[src/rtl/idu_issue_ctrl.sv]
// Issue scheduler between instruction fetch and the decode/CU path.
// Fetched words wait in a small FIFO; a register scoreboard holds back
// instructions whose operands or destination are still being written.
// Control-flow, fence/ecall and halting opcodes are serialised by an FSM.
//
//   state      | meaning
//   -----------+---------------------------------------------------------
//   ST_RUN     | normal issue, at most one instruction per cycle
//   ST_BR_WAIT | branch/jump issued, waiting for the CU to resolve it
//   ST_HALT    | ebreak or invalid opcode at head; left only by IDU_reset
module idu_issue_ctrl #(
    parameter int DEPTH = 4,
    parameter int CNT_W = 16
) (
    input  logic             soc_clk,
    input  logic             IDU_reset,
    input  logic             fetch_valid,
    input  logic [31:0]      fetch_instr,
    input  logic [31:0]      fetch_pc,
    output logic             fetch_ready,
    input  logic             idu_stall,
    output logic             issue_valid,
    input  logic             issue_ready,
    output logic [31:0]      issue_instr,
    output logic [31:0]      issue_pc,
    output logic [1:0]       issue_bypass,
    input  logic             wb_valid,
    input  logic [4:0]       wb_rd,
    input  logic             redirect_done,
    input  logic             flush,
    output logic             halted,
    output logic [CNT_W-1:0] stall_count
);

    localparam int AW = $clog2(DEPTH);
    localparam int PW = AW + 1;
    localparam logic [PW-1:0]    PTR_ONE = PW'(1);
    localparam logic [CNT_W-1:0] CNT_ONE = CNT_W'(1);

    localparam logic [6:0] OPC_LUI    = 7'b0110111;
    localparam logic [6:0] OPC_AUIPC  = 7'b0010111;
    localparam logic [6:0] OPC_JAL    = 7'b1101111;
    localparam logic [6:0] OPC_JALR   = 7'b1100111;
    localparam logic [6:0] OPC_BRANCH = 7'b1100011;
    localparam logic [6:0] OPC_LOAD   = 7'b0000011;
    localparam logic [6:0] OPC_STORE  = 7'b0100011;
    localparam logic [6:0] OPC_OP_IMM = 7'b0010011;
    localparam logic [6:0] OPC_OP     = 7'b0110011;
    localparam logic [6:0] OPC_FENCE  = 7'b0001111;
    localparam logic [6:0] OPC_SYSTEM = 7'b1110011;

    typedef enum logic [1:0] {
        ST_RUN     = 2'd0,
        ST_BR_WAIT = 2'd1,
        ST_HALT    = 2'd2
    } state_t;

    state_t r_state;
    state_t w_state_nxt;

    logic [31:0]      r_mem_instr [DEPTH];
    logic [31:0]      r_mem_pc    [DEPTH];
    logic [PW-1:0]    r_wptr;
    logic [PW-1:0]    r_rptr;
    logic [31:0]      r_busy;
    logic [CNT_W-1:0] r_stall_cnt;

    logic        w_empty;
    logic        w_full;
    logic        w_push;
    logic        w_pop;
    logic [31:0] w_head_instr;
    logic [31:0] w_head_pc;
    logic [6:0]  w_opc;
    logic [4:0]  w_rd;
    logic [4:0]  w_rs1;
    logic [4:0]  w_rs2;
    logic        w_rd_used;
    logic        w_rs1_used;
    logic        w_rs2_used;
    logic        w_ctrl;
    logic        w_drain;
    logic        w_ebreak;
    logic        w_invalid;
    logic        w_rs1_busy;
    logic        w_rs2_busy;
    logic        w_rs1_wb;
    logic        w_rs2_wb;
    logic        w_haz_raw;
    logic        w_haz_waw;
    logic        w_drain_block;
    logic        w_can_issue;
    logic        w_stall_evt;
    logic [31:0] w_busy_set;
    logic [31:0] w_busy_clr;

    assign w_empty = (r_wptr == r_rptr);
    assign w_full  = (r_wptr[AW-1:0] == r_rptr[AW-1:0]) && (r_wptr[AW] != r_rptr[AW]);

    assign w_head_instr = r_mem_instr[r_rptr[AW-1:0]];
    assign w_head_pc    = r_mem_pc[r_rptr[AW-1:0]];
    assign w_opc        = w_head_instr[6:0];
    assign w_rd         = w_head_instr[11:7];
    assign w_rs1        = w_head_instr[19:15];
    assign w_rs2        = w_head_instr[24:20];

    // Field usage and instruction class of the FIFO head
    always_comb begin
        w_rd_used  = 1'b0;
        w_rs1_used = 1'b0;
        w_rs2_used = 1'b0;
        w_ctrl     = 1'b0;
        w_drain    = 1'b0;
        w_ebreak   = 1'b0;
        w_invalid  = 1'b0;
        case (w_opc)
            OPC_LUI, OPC_AUIPC: w_rd_used = 1'b1;
            OPC_JAL: begin
                w_rd_used = 1'b1;
                w_ctrl    = 1'b1;
            end
            OPC_JALR: begin
                w_rd_used  = 1'b1;
                w_rs1_used = 1'b1;
                w_ctrl     = 1'b1;
            end
            OPC_BRANCH: begin
                w_rs1_used = 1'b1;
                w_rs2_used = 1'b1;
                w_ctrl     = 1'b1;
            end
            OPC_STORE: begin
                w_rs1_used = 1'b1;
                w_rs2_used = 1'b1;
            end
            OPC_LOAD, OPC_OP_IMM: begin
                w_rd_used  = 1'b1;
                w_rs1_used = 1'b1;
            end
            OPC_OP: begin
                w_rd_used  = 1'b1;
                w_rs1_used = 1'b1;
                w_rs2_used = 1'b1;
            end
            OPC_FENCE: w_drain = 1'b1;
            OPC_SYSTEM: begin
                w_ebreak = w_head_instr[20];
                w_drain  = ~w_head_instr[20];
            end
            default: w_invalid = 1'b1;
        endcase
    end

    // A busy source whose write retires this cycle is forwarded, not stalled
    assign w_rs1_busy = w_rs1_used && (w_rs1 != 5'd0) && r_busy[w_rs1];
    assign w_rs2_busy = w_rs2_used && (w_rs2 != 5'd0) && r_busy[w_rs2];
    assign w_rs1_wb   = wb_valid && (wb_rd == w_rs1);
    assign w_rs2_wb   = wb_valid && (wb_rd == w_rs2);
    assign w_haz_raw  = (w_rs1_busy && !w_rs1_wb) || (w_rs2_busy && !w_rs2_wb);
    assign w_haz_waw  = w_rd_used && (w_rd != 5'd0) && r_busy[w_rd]
                        && !(wb_valid && (wb_rd == w_rd));
    assign w_drain_block = w_drain && (r_busy != 32'd0);

    // Nothing issues during flush: the head is being discarded that cycle
    assign w_can_issue = !w_empty && (r_state == ST_RUN) && !idu_stall && !flush
                         && !w_haz_raw && !w_haz_waw && !w_drain_block
                         && !w_invalid && !w_ebreak;

    assign w_push = fetch_valid && !w_full && !flush;
    assign w_pop  = w_can_issue && issue_ready;

    assign fetch_ready  = !w_full;
    assign issue_valid  = w_can_issue;
    assign issue_instr  = w_empty ? 32'd0 : w_head_instr;
    assign issue_pc     = w_empty ? 32'd0 : w_head_pc;
    assign issue_bypass = w_can_issue ? {w_rs2_busy && w_rs2_wb, w_rs1_busy && w_rs1_wb} : 2'b00;
    assign halted       = (r_state == ST_HALT);
    assign stall_count  = r_stall_cnt;

    assign w_busy_set  = (w_pop && w_rd_used && (w_rd != 5'd0)) ? (32'd1 << w_rd) : 32'd0;
    assign w_busy_clr  = wb_valid ? (32'd1 << wb_rd) : 32'd0;
    assign w_stall_evt = !w_empty && !w_can_issue && (r_state != ST_HALT);

    // FIFO storage; contents are only visible through valid pointers
    always_ff @(posedge soc_clk) begin
        if (w_push) begin
            r_mem_instr[r_wptr[AW-1:0]] <= fetch_instr;
            r_mem_pc[r_wptr[AW-1:0]]    <= fetch_pc;
        end
    end

    // FIFO pointers; flush empties the queue and drops a same-cycle push
    always_ff @(posedge soc_clk or posedge IDU_reset) begin
        if (IDU_reset) begin
            r_wptr <= '0;
            r_rptr <= '0;
        end else if (flush) begin
            r_wptr <= '0;
            r_rptr <= '0;
        end else begin
            if (w_push) r_wptr <= r_wptr + PTR_ONE;
            if (w_pop)  r_rptr <= r_rptr + PTR_ONE;
        end
    end

    // Scoreboard: retirement clears, issue sets (set wins), x0 never busy
    always_ff @(posedge soc_clk or posedge IDU_reset) begin
        if (IDU_reset) begin
            r_busy <= 32'd0;
        end else begin
            r_busy <= ((r_busy & ~w_busy_clr) | w_busy_set) & 32'hFFFF_FFFE;
        end
    end

    // Saturating count of cycles with work queued but nothing issued
    always_ff @(posedge soc_clk or posedge IDU_reset) begin
        if (IDU_reset) begin
            r_stall_cnt <= '0;
        end else if (w_stall_evt && (r_stall_cnt != '1)) begin
            r_stall_cnt <= r_stall_cnt + CNT_ONE;
        end
    end

    // FSM state register
    always_ff @(posedge soc_clk or posedge IDU_reset) begin
        if (IDU_reset) begin
            r_state <= ST_RUN;
        end else begin
            r_state <= w_state_nxt;
        end
    end

    // FSM next-state; flush releases a branch wait but never leaves HALT
    always_comb begin
        w_state_nxt = r_state;
        case (r_state)
            ST_RUN: begin
                if (!flush) begin
                    if (!w_empty && (w_invalid || w_ebreak)) begin
                        w_state_nxt = ST_HALT;
                    end else if (w_pop && w_ctrl) begin
                        w_state_nxt = ST_BR_WAIT;
                    end
                end
            end
            ST_BR_WAIT: begin
                if (flush || redirect_done) w_state_nxt = ST_RUN;
            end
            ST_HALT: w_state_nxt = ST_HALT;
            default: w_state_nxt = ST_RUN;
        endcase
    end

endmodule
[config.mk]
export PLATFORM = sky130hd
export DESIGN_NAME = idu_issue_ctrl
export DESIGN_NICKNAME = d
export VERILOG_FILES = /design/src/rtl/idu_issue_ctrl.sv
export SDC_FILE = /design/constraint.sdc
export NUM_CORES = 1
export LEC_CHECK = 0
export BUFFER_PORTS_ARGS = -buffer_cell sky130_fd_sc_hd__buf_2
export CORE_UTILIZATION = 63
export DETAILED_ROUTE_END_ITERATION = 16
export MAX_ROUTING_LAYER = met4
export PLACE_DENSITY = 0.87
export REMOVE_ABC_BUFFERS = 1
export SLEW_MARGIN = 20
export SYNTH_ARGS = -nofsm -noshare
export SYNTH_HDL_FRONTEND = slang
export SYNTH_SLANG_ARGS = --single-unit
export TNS_END_PERCENT = 10
[constraint.sdc]
create_clock -name soc_clk -period 6.5 [get_ports soc_clk]
set_clock_uncertainty 0.1 [all_clocks]
set_input_delay 1.625 -clock soc_clk [delete_from_list [all_inputs] [get_ports soc_clk]]
set_output_delay 1.625 -clock soc_clk [all_outputs]
set_load 0.02 [all_outputs]
== Word-level counts from Yosys, hierarchy flattened ==
Memories as Yosys holds them, arrays and structs flattened.
Index checks and enable logic that the tools add are counted.
Storage, ports and cells
  flip-flop bits (word level): 55
  latch bits: 0
  RAM bits: 256
  memory bits (read-only): 0
  input port bits: 77
  output and inout port bits: 85
  word-level logic and storage cells: 134
  memories kept: 2
Operators by class
  add/subtract/negate cells: 3
  $mul: 0
  div/mod/pow operators: 0
  magnitude comparators: 3
  equality and inequality tests: 24
  shift operators: 2
  muxes and demuxes: 29
  bitwise operators: 4
  reduce and logical (&&, ||, !) cells: 62
Memories
  r_mem_instr: depth 4, bits a word 32, read ports 1, clocked after Yosys merged registers in 0, wr ports 1, line 61  | logic [31:0] r_mem_instr [DEPTH];
  r_mem_pc: depth 4, bits a word 32, read ports 1, clocked after Yosys merged registers in 0, wr ports 1, line 62  | logic [31:0] r_mem_pc [DEPTH];
Operator list (number)
  32-bit two-way mux: 4
  1-bit by 5-bit left shift with 32-bit output, first input constant: 2
  1-bit logical AND: 34
  32-bit AND: 1
  32-bit inverter: 1
  32-bit bitwise OR: 1
  32-bit nonzero test: 1
  7-bit == test, second input constant: 4
  7-bit by 6-bit == test with 1-bit output, second input constant: 3
  5-bit by 6-bit less-than comparator with 1-bit output, second input constant: 3
  16-bit by 1-bit adder with 16-bit output, second input constant: 1
  16-bit inequality test, second input constant: 1
  1-bit binary-select mux with 5-bit select: 3
  5-bit == test: 3
  5-bit nonzero test: 3
  7-bit by 5-bit == test with 1-bit output, second input constant: 2
  1-bit zero test: 12
  3-bit two-way mux: 4
  1-bit two-way mux: 11
  11-bit OR reduction: 1
  2-bit two-way mux: 5
  7-bit by 2-bit == test with 1-bit output, second input constant: 1
  7-bit by 4-bit == test with 1-bit output, second input constant: 1
  7-bit OR reduction: 1
  17 further kinds: 24

== Longest topological paths before layout ==
Gate-level depths: netlist (run 1).
An unclocked memory read counts as a cell.
  depth after elaboration: 20
  mapped depth: 15
  depth with buffers taken out: 9

== Least setup slack after synthesis (run 1) ==
No wires, ideal clock.
  kind: input port to output port
  start point: in wb_rd[1]
  end point: out issue_bypass[0]
  data arrival time: 3.624 ns
  data required time: 4.775 ns
  path slack: 1.151 ns
  stages on the path: 10
  buffers on the path: 3
  cell sequence: clkbuf_1 xnor2_1 nand4_1 o21ai_1 a311oi_1 a211oi_2 nand3_2 buf_6 buf_2 nor3_1
Between the ends
  word-level cells in the longest chain between the ends: 12
  elaborated cells between the ends (all ways): 22
  classes of those cells: eq/ne (3); mux (1); reduce/logical (18)
RTL lines
  start: declaration: line 28  | input logic [4:0] wb_rd,
  5-bit == test (on tied branches): line 157, 158
  1-bit logical AND (on tied branches): line 157, 158
  1-bit zero test: line 159  | assign w_haz_raw = (w_rs1_busy && !w_rs1_wb) || (w_rs2_busy && !w_rs2_wb);
  1-bit logical AND: line 159
  1-bit logical OR: line 159
  1-bit zero test: line 166  | && !w_haz_raw && !w_haz_waw && !w_drain_block
  1-bit logical AND (3 in series): line 166
  1-bit logical AND (2 in series): line 167  | && !w_invalid && !w_ebreak;
  2-bit two-way mux *: line 176  | assign issue_bypass = w_can_issue ? {w_rs2_busy && w_rs2_wb, w_rs1_busy && w_rs1_wb} : 2'b00;
  end: declaration: line 26  | output logic [1:0] issue_bypass,
Every way passes the cells marked *; elsewhere a longest branch is shown, timed or not.

== Worst setup path in the final report (run 1) ==
  start point: reg r_rptr[0]
  end point: out issue_bypass[0]
Between the ends
  word-level cells in the longest chain between the ends: 15
  elaborated cells between the ends (all ways): 67
  classes of those cells: eq/ne (15); mux (12); bitwise (1); reduce/logical (38); memory (1)
RTL lines
  start: declaration: line 64  | logic [PW-1:0] r_rptr;
  start signal: assignment: line 202  | if (w_pop) r_rptr <= r_rptr + PTR_ONE;
  memory read 4 x 32 bit
  7-bit by 6-bit == test with 1-bit output (tied with other cells): line 116  | case (w_opc)
  6-bit OR reduction (no line) or 3-bit OR reduction (tied branches)
  1-bit two-way mux: line 116
  1-bit logical AND (on tied branches) (2 in series): line 155, 156
  1-bit logical AND: line 159
  1-bit logical OR: line 159
  1-bit zero test: line 166
  1-bit logical AND (3 in series): line 166
  1-bit logical AND (2 in series): line 167
  2-bit two-way mux *: line 176
Every way passes the cells marked *; elsewhere a longest branch is shown, timed or not. The select of a mux whose other input is x is not followed.

==> results of run 1 <==
[Yosys cell counts (all sizes together) (4+ instances only)]
master,number
edfxtp,256
o21ai,70
nor2b,67
mux4,65
dfrtp,55
nand4,43
mux2i,40
clkbuf,29
nor2,28
nand2,27
buf,24
xnor2,23
inv,14
nand3,14
and3,13
xor2,13
and2,12
mux2,11
nor4,11
a21oi,10
nor3,7
ha,6
nand2b,5
nand3b,5
o211ai,5
a22oi,4
or3,4
[cell type report]
cell class                 instances  area share
antenna                            6   0.0009462
clock inverter                    19    0.008831
inverter                          14    0.003312
timing repair buffer             168     0.05409
multi-input combinational        523      0.2886
sequential                       311      0.5717
clock buffer                      35     0.05047
tap                              280     0.02208
[flip-flops by register name, indices dropped and copies added, names as in the netlist]
signal and flops:
r_mem_pc 128, r_state 2, r_wptr 3, r_rptr 3, r_mem_instr 128, stall_count 16, r_busy 31
[metal layers]
metal	part of all wire	global-route usage	up-vias	wire length [um]
li1	-	-	3834	-
met5	0	-	-	0
met1	0.39	0.3772	4380	12480
met4	0.024	0.09000	0	780
met2	0.50	0.4743	416	16020
met3	0.086	0.07681	62	2751
[power groups by stage]
stage | Clock (W) | Combinational [W] | Sequential, W
floorplan | 0 | 0.000204 | 0.00228
global placement | 0 | 0.000349 | 0.00227
detailed placement | 0 | 0.000357 | 0.00227
CTS | 0.00168 | 0.000362 | 0.00224
global route | 0.00175 | 0.000388 | 0.00224
finish | 0.00166 | 0.000361 | 0.00223
[critical path, delay by kind of cell (launching register included)]
| kind | cells | cell delay (ns) |
|---|---|---|
| muxes | 2 | 1.42 |
| DFF | 1 | 0.83 |
| AOI/OAI and AO/OA | 3 | 0.65 |
| and+or+nand+nor | 3 | 0.41 |
| buffers and inverters | 1 | 0.19 |
[per-stage QoR]
step / instance area (um2) / utilization / worst slack [ns] / instances / hold slack, ns
after detailed placement: 14910 / 0.6854 / 1.286 / 1296 / 0.3830
after global routing: 15870 / 0.7294 / 0.4287 / 1356 / 0.4099
after CTS: 15850 / 0.7287 / 0.6731 / 1350 / 0.3849
after floorplan: 13670 / - / -2.623 / 848 / 0.3382
after global placement: 14910 / 0.6854 / 1.306 / 1296 / 0.3594
final: 15870 / 0.7294 / 0.6757 / 1356 / 0.3845
[cell families (layout without fill, tap and decap cells)]
family	after synthesis	count (layout)
AOI/OAI and AO/OA	114	114
xor gates and xnor gates	36	36
adders and majority gates	6	6
buffers and inverters	67	236
DFF	311	311
muxes	116	116
other	0	6
and+or+nand+nor	251	251
[path summary, 6_finish.rpt]
path                           startpoint               to  slack [ns]  cells after the start
min                        stall_count[8]   stall_count[8]        0.38                      1
max reg2reg                     r_rptr[0]   stall_count[1]        2.05                     10
min in group asynchronous       IDU_reset   stall_count[7]        0.85                      2
max                             r_rptr[0]  issue_bypass[0]        0.68                      9
max in group asynchronous       IDU_reset        r_rptr[0]        4.51                      3
min reg2reg                stall_count[8]   stall_count[8]        0.38                      1
==> reports/metrics.yaml, run 1 <==
crit_chain: "mux4_2 > mux4_2 > a211o_1 > a21oi_1 > nor4_2 > a22oi_4 > nand3_2 > nor3_1 > buf_2"
worstMarginPinSlew_ns: 0.9804
switching_power_w: 0.0009992
seq_power_share: 0.525
synth.area.mux_share: 0.1426
drive_gt1_frac: 0.2860
crit_path_max_fanout: 35
fill_cells: 1351
cts.sinks: 311
drtAntennaViolNets: 0
crit_required_ns: 4.78
setup_violations: 0
fp.dieW_um: 150.8
synth_compound_area_frac: 0.05079
synth_edf_count: 256
ys_dominant_reg_cell: "edfxtp_1"
finalCriticalPeriod_ns: 5.824
power_w: 0.004254
syn_to_final_growth_pct: 13.80
grt_max_degree: 67
crit_path_start_kind: "register"
hpwl_mm: 20.29
cellLeakagePower_nw: 5.736
die-area_um2: 22730
cts-buffers-inserted: 31
grt_pass1_wl_mm: 48.35
via_per_inst: 6.410
vias: 8692
p_int_w: 0.003254
slowest_delay_ns: 0.89
io_buffer_count: 161
outcome: "completed"
tritoncts: "done"
start_util: 0.6409
seq_area_um2: 9071
final_cell_mix: "256 x edfxtp_1, 161 x buf_2, 67 x nor2b_1, 65 x mux4_2, 54 x o21ai_0"
htree_levels: 1
clock_power_share: 0.390
clock_latency_ns: 0.57
boundaryPins: 162
grt_pass1_vias: 8663
fin_tns_setup_ns: 0
worstSetupPathType: "reg2out"
final_common_cell: "edfxtp_1"
track_usage: 0.2969
swShare: 0.2349
globalplace.congestion: 0.9723
post_cts_buffers: 0
hold_violations: 0
crit_top_cell: "mux4_2"
routed_wl_mm: 32.03
rsz0062_at_grt: "false"
drt-initial-drc-count: 826
synth_area_leader_cell: "edfxtp_1"
grt_remaining_overflow: 0
dieHeight_um: 150.8
antenna_found_initial: 6
slew_headroom: 0.3295
synth_top_family_by_area: "multiplexers"
final_nets: 1132
syn_inst: 901
dr.pass1.iters: 5
cts-resized-gates: 0
drv_slew: 0
syn_avg_cell_area_um2: 15.48
rows: 54
root_buffer: "clkbuf_16"
crit_slowest_cell: "mux4_2"
yosysTopAreaCellShare: 0.5513
clock.fmax_mhz: 171.7
ys_warn_count: 0
powerDensity_nw_per_um2: 268.1
synth_xor_area_frac: 0.02261
ys_seq_area_frac: 0.6500
hold_buffers: 0
min_path_type: "reg2reg"
drc: 0
path_clk_slew_ns: 0.06
critPathArrivalTime_ns: 4.10
ir_drop_uv: 270.3
synthArstFlopShare: 0.1768
synth-adder-area-share: 0.005384
synth_simple_gate_area_share: 0.1055
wl_per_cell_um: 23.62
endpoint_kind: "output port"
placeableCoreArea_um2: 21760
post-route-period-util: 0.8960
comb_power_share: 0.085
synth_seq_cells: 311
synth_area_leaders: "edfxtp_1 55%, mux4_2 10%, dfrtp_1 9.9%, nor2b_1 3.0%, mux2i_1 2.9%"
maxCapViolCount: 0
clock_path_buffers: 3
ys_types: 67
multiInputGateArea_um2: 4579
netlist_area_um2: 13940
Note: power is estimated with default switching activity, not from simulation.
==> run 2, diff against run 1 <==
--- a/config.mk
+++ b/config.mk
@@ -6,10 +6,10 @@
 export NUM_CORES = 1
 export LEC_CHECK = 0
 export BUFFER_PORTS_ARGS = -buffer_cell sky130_fd_sc_hd__buf_2
-export CORE_UTILIZATION = 63
+export CORE_UTILIZATION = 40
 export DETAILED_ROUTE_END_ITERATION = 16
 export MAX_ROUTING_LAYER = met4
-export PLACE_DENSITY = 0.87
+export PLACE_DENSITY = 0.6
 export REMOVE_ABC_BUFFERS = 1
 export SLEW_MARGIN = 20
 export SYNTH_ARGS = -nofsm -noshare
==> reports/metrics.yaml, run 2 (synthesis results as in run 1) <==
post_dp_cell_area_um2: 15170
post-route-period-util: 0.9028
track_usage: 0.1915
root_buffer: "clkbuf_16"
antenna_found_initial: 7
tritoncts: "done"
critPathArrivalTime_ns: 4.14
dr.pass1.iters: 5
cts.sinks: 311
post_cts_buffers: 0
globalplace.congestion: 0.9587
hpwl_mm: 20.94
layout.cells.non_filler: 1544
via_per_inst: 5.460
slowest_delay_ns: 0.91
rsz0062_at_grt: "false"
crit_path_start_kind: "register"
drv_slew: 0
grt_pass1_vias: 8721
wl_per_cell_um: 21.40
crit_path_max_fanout: 39
drt-initial-drc-count: 762
cts-buffers-inserted: 34
powerDensity_nw_per_um2: 268.7
grt_pass1_wl_mm: 50.38
rows: 68
routed_wl_mm: 33.05
dieHeight_um: 188.7
slew_headroom: 0.4110
drc: 0
fin_tns_setup_ns: 0
swShare: 0.2375
cellLeakagePower_nw: 5.786
clock_power_share: 0.403
design_area_um2: 16190
place_inst: 1476
final_nets: 1140
syn_to_final_growth_pct: 16.11
crit_top_cell: "mux4_2"
power_w: 0.004349
finalCriticalPeriod_ns: 5.868
grt_remaining_overflow: 0
final_cell_mix: "256 x edfxtp_1, 161 x buf_2, 67 x nor2b_1, 65 x mux4_2, 54 x o21ai_0"
clock_latency_ns: 0.51
start_util: 0.4046
drtAntennaViolNets: 0
outcome: "completed"
htree_levels: 2
clock.fmax_mhz: 170.4
crit_chain: "mux4_2 > mux4_2 > a211o_1 > a21oi_1 > nor4_2 > a22oi_4 > nand3_2 > nor3_1 > buf_2"
p_int_w: 0.003316
min_path_type: "reg2reg"
cts-resized-gates: 0
endpoint_kind: "output port"
placeableCoreArea_um2: 34460
worstMarginPinSlew_ns: 0.8802
vias: 8430
path_clk_slew_ns: 0.06
final_common_cell: "edfxtp_1"
ir_drop_uv: 246.0
maxCapViolCount: 0
fill_cells: 3032
crit_slowest_cell: "dfrtp_4"
clock_path_buffers: 3
switching_power_w: 0.001033
worstSetupPathType: "reg2out"
fp.dieW_um: 188.7
crit_required_ns: 4.78
drive_gt1_frac: 0.2858
io_buffer_count: 161
die-area_um2: 35610
comb_power_share: 0.084
grt_max_degree: 67
setup_violations: 0
boundaryPins: 162
seq_power_share: 0.513
hold_violations: 0
hold_buffers: 0
[run 2: cell types whose count changed in the layout (fill, tap and decap cells not counted), sizes merged]
cell	delta
clkbuf	+10
diode	+2
clkinvlp	-1
bufinv	-1
inv	-1
buf	+5
clkinv	-1
[run 2: worst paths after layout]
check,depth (start not counted),from,slack [ns],endpoint
worst max-delay path,9,r_rptr[0],0.63,issue_bypass[0]
worst min-delay path,1,r_state[0],0.38,r_state[1]
worst max register to register,10,r_rptr[0],2.15,stall_count[1]
worst min register to register,1,r_state[0],0.38,r_state[1]
max in group asynchronous,3,IDU_reset,4.50,r_rptr[0]
min in group asynchronous,3,IDU_reset,1.22,stall_count[12]
[run 2: stage by stage]
stage | utilization | hold WS, ns | worst slack (ns)
CTS | 0.4692 | 0.3880 | 0.5440
global route | 0.4698 | 0.3973 | 0.3447
detailed placement | 0.4402 | 0.3822 | 1.095
global placement | 0.4402 | 0.3657 | 1.124
finish | 0.4698 | 0.3827 | 0.6319
floorplan | - | 0.3382 | -2.623
[run 2: critical path, delay by kind of cell (launching register included)]
| kind | cells | cell delay [ns] |
|---|---|---|
| AND/OR/NAND/NOR | 3 | 0.42 |
| multiplexers | 2 | 1.44 |
| flip-flops | 1 | 0.91 |
| buffers and inverters | 1 | 0.20 |
| AO/OA/AOI/OAI | 3 | 0.65 |
[run 2: power groups by stage]
| stage | clock network, W | registers, W | logic [W] |
|---|---|---|---|
| global placement | 0 | 0.00227 | 0.000371 |
| finish | 0.00175 | 0.00223 | 0.000367 |
| floorplan | 0 | 0.00228 | 0.000204 |
| global route | 0.00186 | 0.00224 | 0.000400 |
| detailed placement | 0 | 0.00227 | 0.000372 |
| CTS | 0.00180 | 0.00223 | 0.000374 |
[run 2: metal layers]
layer / GRT usage / wire length (um) / part of all wire / vias up
met5: - / 0 / 0 / -
met4: 0.05521 / 686 / 0.021 / 0
met3: 0.06016 / 2980 / 0.090 / 59
met2: 0.3008 / 15690 / 0.47 / 313
met1: 0.2380 / 13690 / 0.41 / 4204
li1: - / - / - / 3854
[run 2: final cells by class]
class	instances	area, um2	share of cell area
diodes	8	20.02	0.001237
repair buffers	173	895.9	0.05534
flip-flops and latches	311	9071	0.5603
inverters	14	52.55	0.003246
clock inverters	15	98.84	0.006106
well taps	455	569.3	0.03516
clock buffers	45	902.1	0.05572
multi-input cells	523	4579	0.2829
==> run 3, diff against run 2 <==
--- a/config.mk
+++ b/config.mk
@@ -5,6 +5,7 @@
 export SDC_FILE = /design/constraint.sdc
 export NUM_CORES = 1
 export LEC_CHECK = 0
+export ABC_AREA = 1
 export BUFFER_PORTS_ARGS = -buffer_cell sky130_fd_sc_hd__buf_2
 export CORE_UTILIZATION = 40
 export DETAILED_ROUTE_END_ITERATION = 16
==> constraint.sdc (replaced) <==
create_clock -name soc_clk -period 6.4 [get_ports soc_clk]
set_clock_uncertainty 0.1 [all_clocks]
set_input_delay 1.6 -clock soc_clk [delete_from_list [all_inputs] [get_ports soc_clk]]
set_output_delay 1.6 -clock soc_clk [all_outputs]
set_load 0.02 [all_outputs]
==> reports/metrics.yaml, run 3 <==
outcome: "completed"
r2r_cells: 17
fp.dieW_um: 194.8
syn_inst: 1555
dieHeight_um: 194.8
maxCapViolCount: 0
synth_area_leader_cell: "edfxtp_1"
synth_xor_area_frac: 0.01296
synth.area.mux_share: 0
crit_path_max_fanout: 45
finalCriticalPeriod_ns: 5.694
hpwl_mm: 25.32
drtAntennaViolNets: 0
grt_remaining_overflow: 0
synth-adder-area-share: 0.005051
min_path_type: "reg2reg"
tritoncts: "done"
netlist_area_um2: 14860
design_area_um2: 17180
cellLeakagePower_nw: 7.396
wl_per_cell_um: 17.89
crit_top_cell: "nand2_1"
hold_violations: 0
crit_required_ns: 4.70
grt_pass1_wl_mm: 61.55
synth_simple_gate_area_share: 0.2273
slew_headroom: 0.3330
hold_end: "r_wptr[2]"
r2r-start: "r_rptr[1]"
synth_top_family_by_area: "simple AND/OR/NAND/NOR gates"
htree_levels: 2
via_per_inst: 5.180
powerDensity_nw_per_um2: 279.6
start_util: 0.4060
io_buffer_count: 161
ir_drop_uv: 224.1
synth_seq_cells: 311
seq_area_um2: 9069
final_common_cell: "nand2_1"
ys_seq_area_frac: 0.6098
crit_chain: "buf_4 > nand3_1 > nand2_1 > inv_1 > o21ai_0 > inv_1 > nand2_1 > nand3_1 > nand2_1 > nand2_1 > nand3_2 > nand2_1 > nor4_1 > buf_2"
vias: 11420
final_nets: 1780
rows: 70
syn_avg_cell_area_um2: 9.558
reg2reg_slack_ns: 2.45
crit_path_start_kind: "register"
clock_latency_ns: 0.52
grt_max_degree: 91
worstMarginPinSlew_ns: 1.000
rsz0062_at_grt: "false"
critPathTopFamily: "simple AND/OR/NAND/NOR gates"
track_usage: 0.2138
boundaryPins: 162
antenna_found_initial: 14
root_buffer: "clkbuf_16"
routed_wl_mm: 39.46
clock_path_buffers: 3
synthArstFlopShare: 0.1768
synth_compound_area_frac: 0.07778
ys_warn_count: 0
critPathBufInv: 4
min_from: "r_wptr[2]"
hold_buffers: 0
placeableCoreArea_um2: 36610
critPathArrivalTime_ns: 3.99
utilization: 0.4693
cts-resized-gates: 0
worstSetupPathType: "reg2out"
drive_gt1_frac: 0.1608
dr.pass1.iters: 7
post_dp_cell_area_um2: 16020
ys_dominant_reg_cell: "edfxtp_1"
fill_cells: 3497
globalplace.congestion: 0.9405
clock.fmax_mhz: 175.6
drc: 0
slowest_delay_ns: 0.71
die-area_um2: 37930
syn_to_final_growth_pct: 15.60
multiInputGateArea_um2: 4832
crit_slowest_cell: "dfrtp_2"
cts.sinks: 311
regToRegEndpoint: "r_busy[10]"
synth_area_leaders: "edfxtp_1 52%, nand2_1 10%, dfrtp_1 9.3%, nand3_1 5.1%, o21ai_0 4.6%"
setup_violations: 0
drt-initial-drc-count: 879
endpoint_kind: "output port"
post_cts_buffers: 0
grt_pass1_vias: 11040
drv_slew: 0
final_cell_mix: "398 x nand2_1, 256 x edfxtp_1, 161 x buf_2, 150 x nand3_1, 148 x inv_1"
whs_path_depth: 2
synthMostInstantiatedCell: "nand2_1"
yosysTopAreaCellShare: 0.5172
post-route-period-util: 0.8897
ys_types: 45
netlist_top_cells_count: "398 x nand2_1, 256 x edfxtp_1, 150 x inv_1, 150 x nand3_1, 147 x nor2_1"
synth_edf_count: 256
path_clk_slew_ns: 0.06
cts-buffers-inserted: 35
## run 3: worst max-delay path by stage
stage | end | slack [ns] | cells past startpoint | start
after floorplan | issue_bypass[0] | -0.42 | 14 | r_rptr[0]
after global placement | issue_bypass[0] | 1.25 | 14 | r_rptr[1]
after detailed placement | issue_bypass[0] | 1.28 | 14 | r_rptr[1]
after CTS | issue_bypass[0] | 0.71 | 14 | r_rptr[1]
after global routing | issue_bypass[0] | 0.37 | 14 | r_rptr[1]
final | issue_bypass[0] | 0.71 | 14 | r_rptr[1]
## run 3: cell families (layout without fill, tap and decap cells)
kind of cell             after synthesis  in the layout
other                                  0             14
buffers and inverters                232            400
flip-flops                           311            311
XOR/XNOR                              22             22
adder cells (fa/ha/maj)                6              6
AND/OR/NAND/NOR                      777            777
AO/OA/AOI/OAI                        207            207
## run 3: where the power goes
part	internal [W]	switching [W]	leakage [nW]
sequential	0.00226	0.0000330	3.08
combinational	0.000147	0.000373	3.77
clock	0.00118	0.000813	0.550
## run 3: layer usage
metal  global-route usage  share of wire  vias up
met5                    -              0        -
met2               0.3348           0.46      349
met1               0.2785           0.45     5454
li1                     -              -     5566
met3              0.04807          0.072       54
met4              0.06066          0.020        0
## run 3: area by class of cell
class	count	share of cell area
multi-input combinational	1012	0.2812
sequential	311	0.5278
antenna	14	0.002039
clock buffer	43	0.05272
clock inverter	20	0.01289
tap	468	0.03408
timing repair buffer	178	0.05433
inverter	159	0.03488
## run 3: through the flow
stage / setup TNS (ns) / worst slack [ns] / hold slack [ns] / cells / power, W
2_1_floorplan: -0.6390 / -0.4224 / 0.3924 / 1482 / 0.002652
6_report: 0 / 0.7057 / 0.4471 / 2205 / 0.004804
4_1_cts: 0 / 0.7147 / 0.4492 / 2191 / 0.004858
5_1_grt: 0 / 0.3651 / 0.4892 / 2205 / 0.004989
3_3_place_gp: 0 / 1.252 / 0.4181 / 2128 / 0.002856
3_5_place_dp: 0 / 1.275 / 0.4371 / 2128 / 0.002861
## run 3: tightest hold or removal path, delay by kind of cell, from the launching register on
family	cells	cell delay [ns]
buf+inv	1	0.07
flops	1	0.38
compound gates	1	0.06
